[config.mk]
export PLATFORM = sky130hd
export DESIGN_NAME = alu_share_arbiter
export DESIGN_NICKNAME = d
export VERILOG_FILES = /design/src/rtl/alu_share_arbiter.sv
export SDC_FILE = /design/constraint.sdc
export NUM_CORES = 1
export LEC_CHECK = 0
export CAP_MARGIN = 20
export CORE_MARGIN = 4
export CORE_UTILIZATION = 56
export DETAILED_ROUTE_END_ITERATION = 10
export DONT_BUFFER_PORTS = 1
export GPL_TIMING_DRIVEN = 0
export PLACE_DENSITY = 0.73
export SKIP_CTS_REPAIR_TIMING = 1
export SLEW_MARGIN = 0
export SYNTH_ARGS = -nofsm -noshare
export SYNTH_HDL_FRONTEND = slang
export SYNTH_SLANG_ARGS = --single-unit
export TNS_END_PERCENT = 10
[constraint.sdc]
create_clock -name clk -period 1.85 [get_ports clk]
set_input_delay 0.0925 -clock clk [delete_from_list [all_inputs] [get_ports clk]]
set_output_delay 0.0925 -clock clk [all_outputs]
set_load 0.05 [all_outputs]
[src/rtl/alu_share_arbiter.sv]
// Two-port arbiter in front of a shared combinational 16-bit ALU (ADD/NAND/EQ).
// Sequences one operation at a time (IDLE -> EXEC -> RESP) and owns the C/Z flags.
module alu_share_arbiter #(
  parameter int         ARB_MODE = 0,
  parameter logic [1:0] FLAG_RST = 2'b00
) (
  input  logic        clk,
  input  logic        rst,
  input  logic        req0_valid,
  output logic        req0_ready,
  input  logic [1:0]  req0_op,
  input  logic [1:0]  req0_cz,
  input  logic [15:0] req0_a,
  input  logic [15:0] req0_b,
  input  logic        req1_valid,
  output logic        req1_ready,
  input  logic [1:0]  req1_op,
  input  logic [1:0]  req1_cz,
  input  logic [15:0] req1_a,
  input  logic [15:0] req1_b,
  output logic [1:0]  alu_op,
  output logic [1:0]  alu_cz_mod,
  output logic [15:0] alu_in1,
  output logic [15:0] alu_in2,
  input  logic [15:0] alu_out,
  input  logic        alu_c,
  input  logic        alu_z,
  output logic        rsp_valid,
  input  logic        rsp_ready,
  output logic        rsp_id,
  output logic [15:0] rsp_data,
  output logic        rsp_err,
  output logic        c_flag,
  output logic        z_flag
);

  typedef enum logic [1:0] {IDLE, EXEC, RESP} state_t;

  localparam logic [1:0] OP_ADD = 2'b00;
  localparam logic [1:0] OP_ILL = 2'b11;

  function automatic logic [15:0] rsp_result(input logic [1:0] op, input logic [15:0] res);
    return (op == OP_ILL) ? 16'h0000 : res;
  endfunction

  state_t      state_q, state_d;
  logic [1:0]  op_q, op_d, cz_q, cz_d;
  logic [15:0] a_q, a_d, b_q, b_d;
  logic        id_q, id_d;
  logic        rr_ptr_q, rr_ptr_d;
  logic        c_flag_q, c_flag_d, z_flag_q, z_flag_d;
  logic [15:0] rsp_data_q, rsp_data_d;
  logic        rsp_id_q, rsp_id_d;
  logic        rsp_err_q, rsp_err_d;
  logic        gnt_valid, gnt_id;

  // Z is derived from alu_out directly; the ALU's own zero output is not needed.
  logic unused_alu_z;
  assign unused_alu_z = alu_z;

  always_comb begin
    gnt_id = 1'b0;
    if (req0_valid && req1_valid) gnt_id = (ARB_MODE != 0) ? 1'b0 : rr_ptr_q;
    else                          gnt_id = req1_valid;
    gnt_valid  = (state_q == IDLE) && !rst && (req0_valid || req1_valid);
    req0_ready = gnt_valid && !gnt_id;
    req1_ready = gnt_valid && gnt_id;
  end

  always_comb begin
    state_d    = state_q;
    op_d       = op_q;
    cz_d       = cz_q;
    a_d        = a_q;
    b_d        = b_q;
    id_d       = id_q;
    rr_ptr_d   = rr_ptr_q;
    c_flag_d   = c_flag_q;
    z_flag_d   = z_flag_q;
    rsp_data_d = rsp_data_q;
    rsp_id_d   = rsp_id_q;
    rsp_err_d  = rsp_err_q;
    case (state_q)
      IDLE: begin
        if (gnt_valid) begin
          state_d  = EXEC;
          id_d     = gnt_id;
          op_d     = gnt_id ? req1_op : req0_op;
          cz_d     = gnt_id ? req1_cz : req0_cz;
          a_d      = gnt_id ? req1_a  : req0_a;
          b_d      = gnt_id ? req1_b  : req0_b;
          rr_ptr_d = ~gnt_id;
        end
      end
      EXEC: begin
        state_d    = RESP;
        rsp_data_d = rsp_result(op_q, alu_out);
        rsp_id_d   = id_q;
        rsp_err_d  = (op_q == OP_ILL);
        if (cz_q[1] && (op_q == OP_ADD)) c_flag_d = alu_c;
        if (cz_q[0] && (op_q != OP_ILL)) z_flag_d = (alu_out == 16'h0000);
      end
      RESP: begin
        if (rsp_ready) state_d = IDLE;
      end
      default: state_d = IDLE;
    endcase
  end

  // Control and result registers
  always_ff @(posedge clk) begin
    if (rst) begin
      state_q    <= IDLE;
      rr_ptr_q   <= 1'b0;
      c_flag_q   <= FLAG_RST[1];
      z_flag_q   <= FLAG_RST[0];
      rsp_data_q <= 16'h0000;
      rsp_id_q   <= 1'b0;
      rsp_err_q  <= 1'b0;
    end else begin
      state_q    <= state_d;
      rr_ptr_q   <= rr_ptr_d;
      c_flag_q   <= c_flag_d;
      z_flag_q   <= z_flag_d;
      rsp_data_q <= rsp_data_d;
      rsp_id_q   <= rsp_id_d;
      rsp_err_q  <= rsp_err_d;
    end
  end

  // Latched operands: only read in EXEC, so no reset needed
  always_ff @(posedge clk) begin
    op_q <= op_d;
    cz_q <= cz_d;
    a_q  <= a_d;
    b_q  <= b_d;
    id_q <= id_d;
  end

  always_comb begin
    alu_op     = 2'b00;
    alu_cz_mod = 2'b00;
    alu_in1    = 16'h0000;
    alu_in2    = 16'h0000;
    if (state_q == EXEC) begin
      alu_op     = op_q;
      alu_cz_mod = cz_q;
      alu_in1    = a_q;
      alu_in2    = b_q;
    end
  end

  assign rsp_valid = (state_q == RESP);
  assign rsp_id    = rsp_id_q;
  assign rsp_data  = rsp_data_q;
  assign rsp_err   = rsp_err_q;
  assign c_flag    = c_flag_q;
  assign z_flag    = z_flag_q;

endmodule

Word level (Yosys, flattened, before mapping):

Cells that the tools add are included.
W data, S select, Z words.

* register bits: 60
* bits in latches: 0
* RAM bits: 0
* ROM bits: 0
* input bits: 95
* output and inout bits: 59
* word-level logic and storage cells: 49
* memories: 0

* add/subtract/negate cells: 0
* $mul: 0
* divide/modulo/power cells: 0
* $lt $le $gt $ge: 0
* equality and inequality tests: 6
* shifts and indexed selects: 0
* muxes and demuxes: 13
* bitwise logic cells: 1
* reduce and logical (&&, ||, !) cells: 17

Operator list (number)
* $mux W16: 5
* $logic_not A16 Y1: 1
* $mux W2: 6
* $reduce_and A2 Y1: 4
* $logic_and A1 B1 Y1: 7
* $pmux W2 S3: 1
* $eq A2 B2 Y1 const B: 2
* $logic_not A2 Y1: 2
* $ne A2 B2 Y1 const B: 2
* $eq A2 B1 Y1 const B: 1
* $logic_not A1 Y1: 2
* $ne A2 B1 Y1 const B: 1
* $logic_or A1 B1 Y1: 1
* $mux W1: 1
* $not A1 Y1: 1

Longest topological paths before layout:

* word-level depth: 5
* gate-level depth with buffers: 5

Worst setup path after synthesis:

OpenSTA, ideal clock, no wires.

* path type: register to output
* start point: register state_q[1]
* end point: output port req0_ready
* arrival: 2423 ps
* data required time: 1757 ps
* path slack: -666 ps
* stages on the path, launching flop included: 4
* cell sequence: dfxtp_1 > nor3_1 > and2_1 > nor2b_1

* cells in the longest elaborated chain, start to end: 4

Ends and longest elaborated chain
* start: declaration: line 46 `state_t state_q, state_d;`
* start signal: assignment: line 121 `state_q <= state_d;`
* $logic_not A2 Y1: line 65 `gnt_valid = (state_q == IDLE) && !rst && (req0_valid || req1_valid);`
* $logic_and A1 B1 Y1 (2 in a row): line 65
* $logic_and A1 B1 Y1: line 66 `req0_ready = gnt_valid && !gnt_id;`
* end: declaration: line 10 `output logic req0_ready,`

Every way passes these cells.

Worst setup path in the final report:

Ends and elaborated chain as after synthesis.

==> impl_metrics.ini <==
[clock_tree]
cts_max_level = 3
cts_buffers = 9
clk_pin_slew_worst_paths_ns = 0.07
cts-root-buf = clkbuf_8
cts_sinks = 60
cts_tree = done
cts_max_path_buffers = 2
clk_latency_ns = 0.34

[cells_and_area]
final_nets = 430
layout-drive-gt1-share = 0.297
layout.area.seq_sq_um = 1570
fillerInstances = 251
multi_input_area_sq_um = 1200
layout_common_cells = dlygate4sd3_1, and2_2, edfxtp_1, dfxtp_1
postLayoutCoreUtil = 0.848
layoutNonFillerInstCount = 409
syn_to_final_growth_pct = 44.7
final_common_cell = dlygate4sd3_1

[drt]
antenna_left = 0
via_per_inst = 5.49
vias = 2245
route.detailed.drc = 0
wl_met3_microns = 813
top_layer = met4
wl_microns = 8440
wl_met1_microns = 2910
first_pass_iters = 4
wl_per_cell_microns = 20.6
route.met2.wl_microns = 4260
drt_iter0_drc = 179

[grt]
grtUsageTotal = 0.188
grt_pass1_vias = 1759
grt_first_pass_wirelength_microns = 8560
overflow = 0
antenna_found_initial = 2
grt_max_degree = 39

[setup_path]
arrival_ns = 1.79
cp-end-kind = primary output
reg2regPathDepth = 3
cp_top_family = simple AND/OR/NAND/NOR gates
slowest_stage = nor2b_4
critPathKind = reg -> out
cp_num_buf_inv = 0
max_stage_delay_ns = 0.39
worstPathRequired_ns = 1.76
cp_max_fo = 19
cp-start-kind = flip-flop
path_cells = nor3_2 > and2_4 > nor2b_4
crit_cells = 3

[sta]
fmax_mhz = 531
fin_hold_ws_ns = -0.0416
worst_slew_pin_slew_ns = 1.04
setup_viol = 1
hold_viol = 1
fin_crit_ns = 1.88
fin_crit_sh = 1.02
finalClockSkew_ns = 0.00704
setup_ws_ns = -0.0346
max_slew_margin = 0.307
slew_viol_final = 0
rsz0062_at_grt = yes

[flow_run]
cap_violations = 0

[synthesis]
syn_area_per_cell_sq_um = 12.1
synthesis.area_sq_um = 2810
syn_inst = 232
seq_area_frac_synth = 0.560
synth_seq_cells = 60
ys_warn_count = 0
yosysUniqueCellTypes = 27
synth_nets = 327

[hold_path]
holdPathStages = 3
hp-class = in -> reg

[floorplanning]
rows = 25
dieArea_sq_um = 6210
start_util = 0.586
io-pin-count = 154
fp.dieW_microns = 78.8
die_y_microns = 78.8
core_sq_um = 4790

[pwr]
p_total_w = 0.00351
peakVddDrop_v = 0.000694
total_leakage_power_nw = 1.53
p_per_area_nw_per_um2 = 866

[outcome]
violations = hold timing, setup timing
outcome = finished, violations left

[placed_design]
io_buffers = 0
place_inst = 299
finalWeightedCongestion = 0.687
dpl.hpwl_microns = 4400
state kept, by name, indices dropped and copies added, names as in the netlist, 2 cells and up:
register	cells
state_q	2
rsp_data	16
op_q	2
b_q	16
cz_q	2
a_q	16
tightest hold or removal path, delay by kind of cell:
kind | cells | cell delay (ns)
AOI/OAI and AO/OA | 1 | 0.06
and+or+nand+nor | 2 | 0.10
synth_stat cells:
master | instances | area share
and2_1 | 38 | 0.085
inv_1 | 3 | 0.0040
o31ai_1 | 1 | 0.0027
dfxtp_1 | 23 | 0.16
nor2b_1 | 2 | 0.0045
nand4_1 | 1 | 0.0022
mux2_4 | 20 | 0.11
clkbuf_1 | 6 | 0.0080
nor2_1 | 3 | 0.0040
a211oi_1 | 1 | 0.0027
a311o_1 | 1 | 0.0036
nor4_1 | 3 | 0.0067
a31o_2 | 1 | 0.0031
nor3_1 | 3 | 0.0054
a21oi_1 | 20 | 0.036
nand2_1 | 20 | 0.027
buf_6 | 3 | 0.012
nand2b_1 | 2 | 0.0045
buf_4 | 2 | 0.0054
or2_2 | 1 | 0.0022
nand3_1 | 18 | 0.032
nor2b_4 | 1 | 0.0049
mux2_2 | 16 | 0.064
edfxtp_1 | 37 | 0.40
buf_2 | 4 | 0.0071
o21a_1 | 1 | 0.0027
o211a_1 | 1 | 0.0036
path summary, 6_finish.rpt:
check                          start                      end  slack [ns]
max          state_q[1]$_SDFFE_PP0P_               req0_ready       -0.03
min                              rst      z_flag$_SDFFE_PP0P_       -0.04
max reg2reg  state_q[1]$_SDFFE_PP0P_  state_q[1]$_SDFFE_PP0P_        0.19
min reg2reg           id_q$_DFFE_PP_      rsp_id$_SDFFE_PP0N_        0.51
power breakdown:
| part | internal (W) | switching (W) |
|---|---|---|
| Sequential | 0.00153 | 0.000123 |
| Combinational | 0.000323 | 0.000443 |
| Clock | 0.000596 | 0.000497 |
per-layer routing:
layer  vias up  GRT usage
li1       1029          -
met5         -          0
met2       141      0.324
met3        36     0.0794
met1      1039      0.186
met4         0      0.115
cells by family (layout without fill, tap and decap cells):
family	Yosys count	count (layout)	synth area share
and+or+nand+nor	92	93	0.178
DFF	60	60	0.560
muxes	36	36	0.171
AOI/OAI and AO/OA	26	26	0.0540
buffers and inverters	18	125	0.0366
other	0	2	0
metrics by stage:
stage	hold slack [ns]	setup slack, ns	instance area (sq um)	setup TNS [ns]
4_1_cts	-0.172	-0.437	3080	-4.21
3_3_place_gp	0.176	-0.0465	2890	-0.0465
2_1_floorplan	0.172	0.131	2810	0
5_1_grt	0.00703	-0.139	4060	-0.717
6_report	-0.0416	-0.0346	4060	-0.0346
3_5_place_dp	0.187	-0.0739	2890	-0.0739
area by class of cell:
| cell class | instances | area share |
|---|---|---|
| Tap cell | 67 | 0.0206 |
| Clock buffer | 15 | 0.0435 |
| Timing Repair Buffer | 92 | 0.227 |
| Inverter | 3 | 0.00277 |
| Sequential cell | 60 | 0.387 |
| Antenna cell | 2 | 0.00123 |
| Clock inverter | 1 | 0.00123 |
| Multi-Input combinational cell | 155 | 0.295 |
| Buffer | 14 | 0.0216 |
Power figures use the tool's default switching activity.
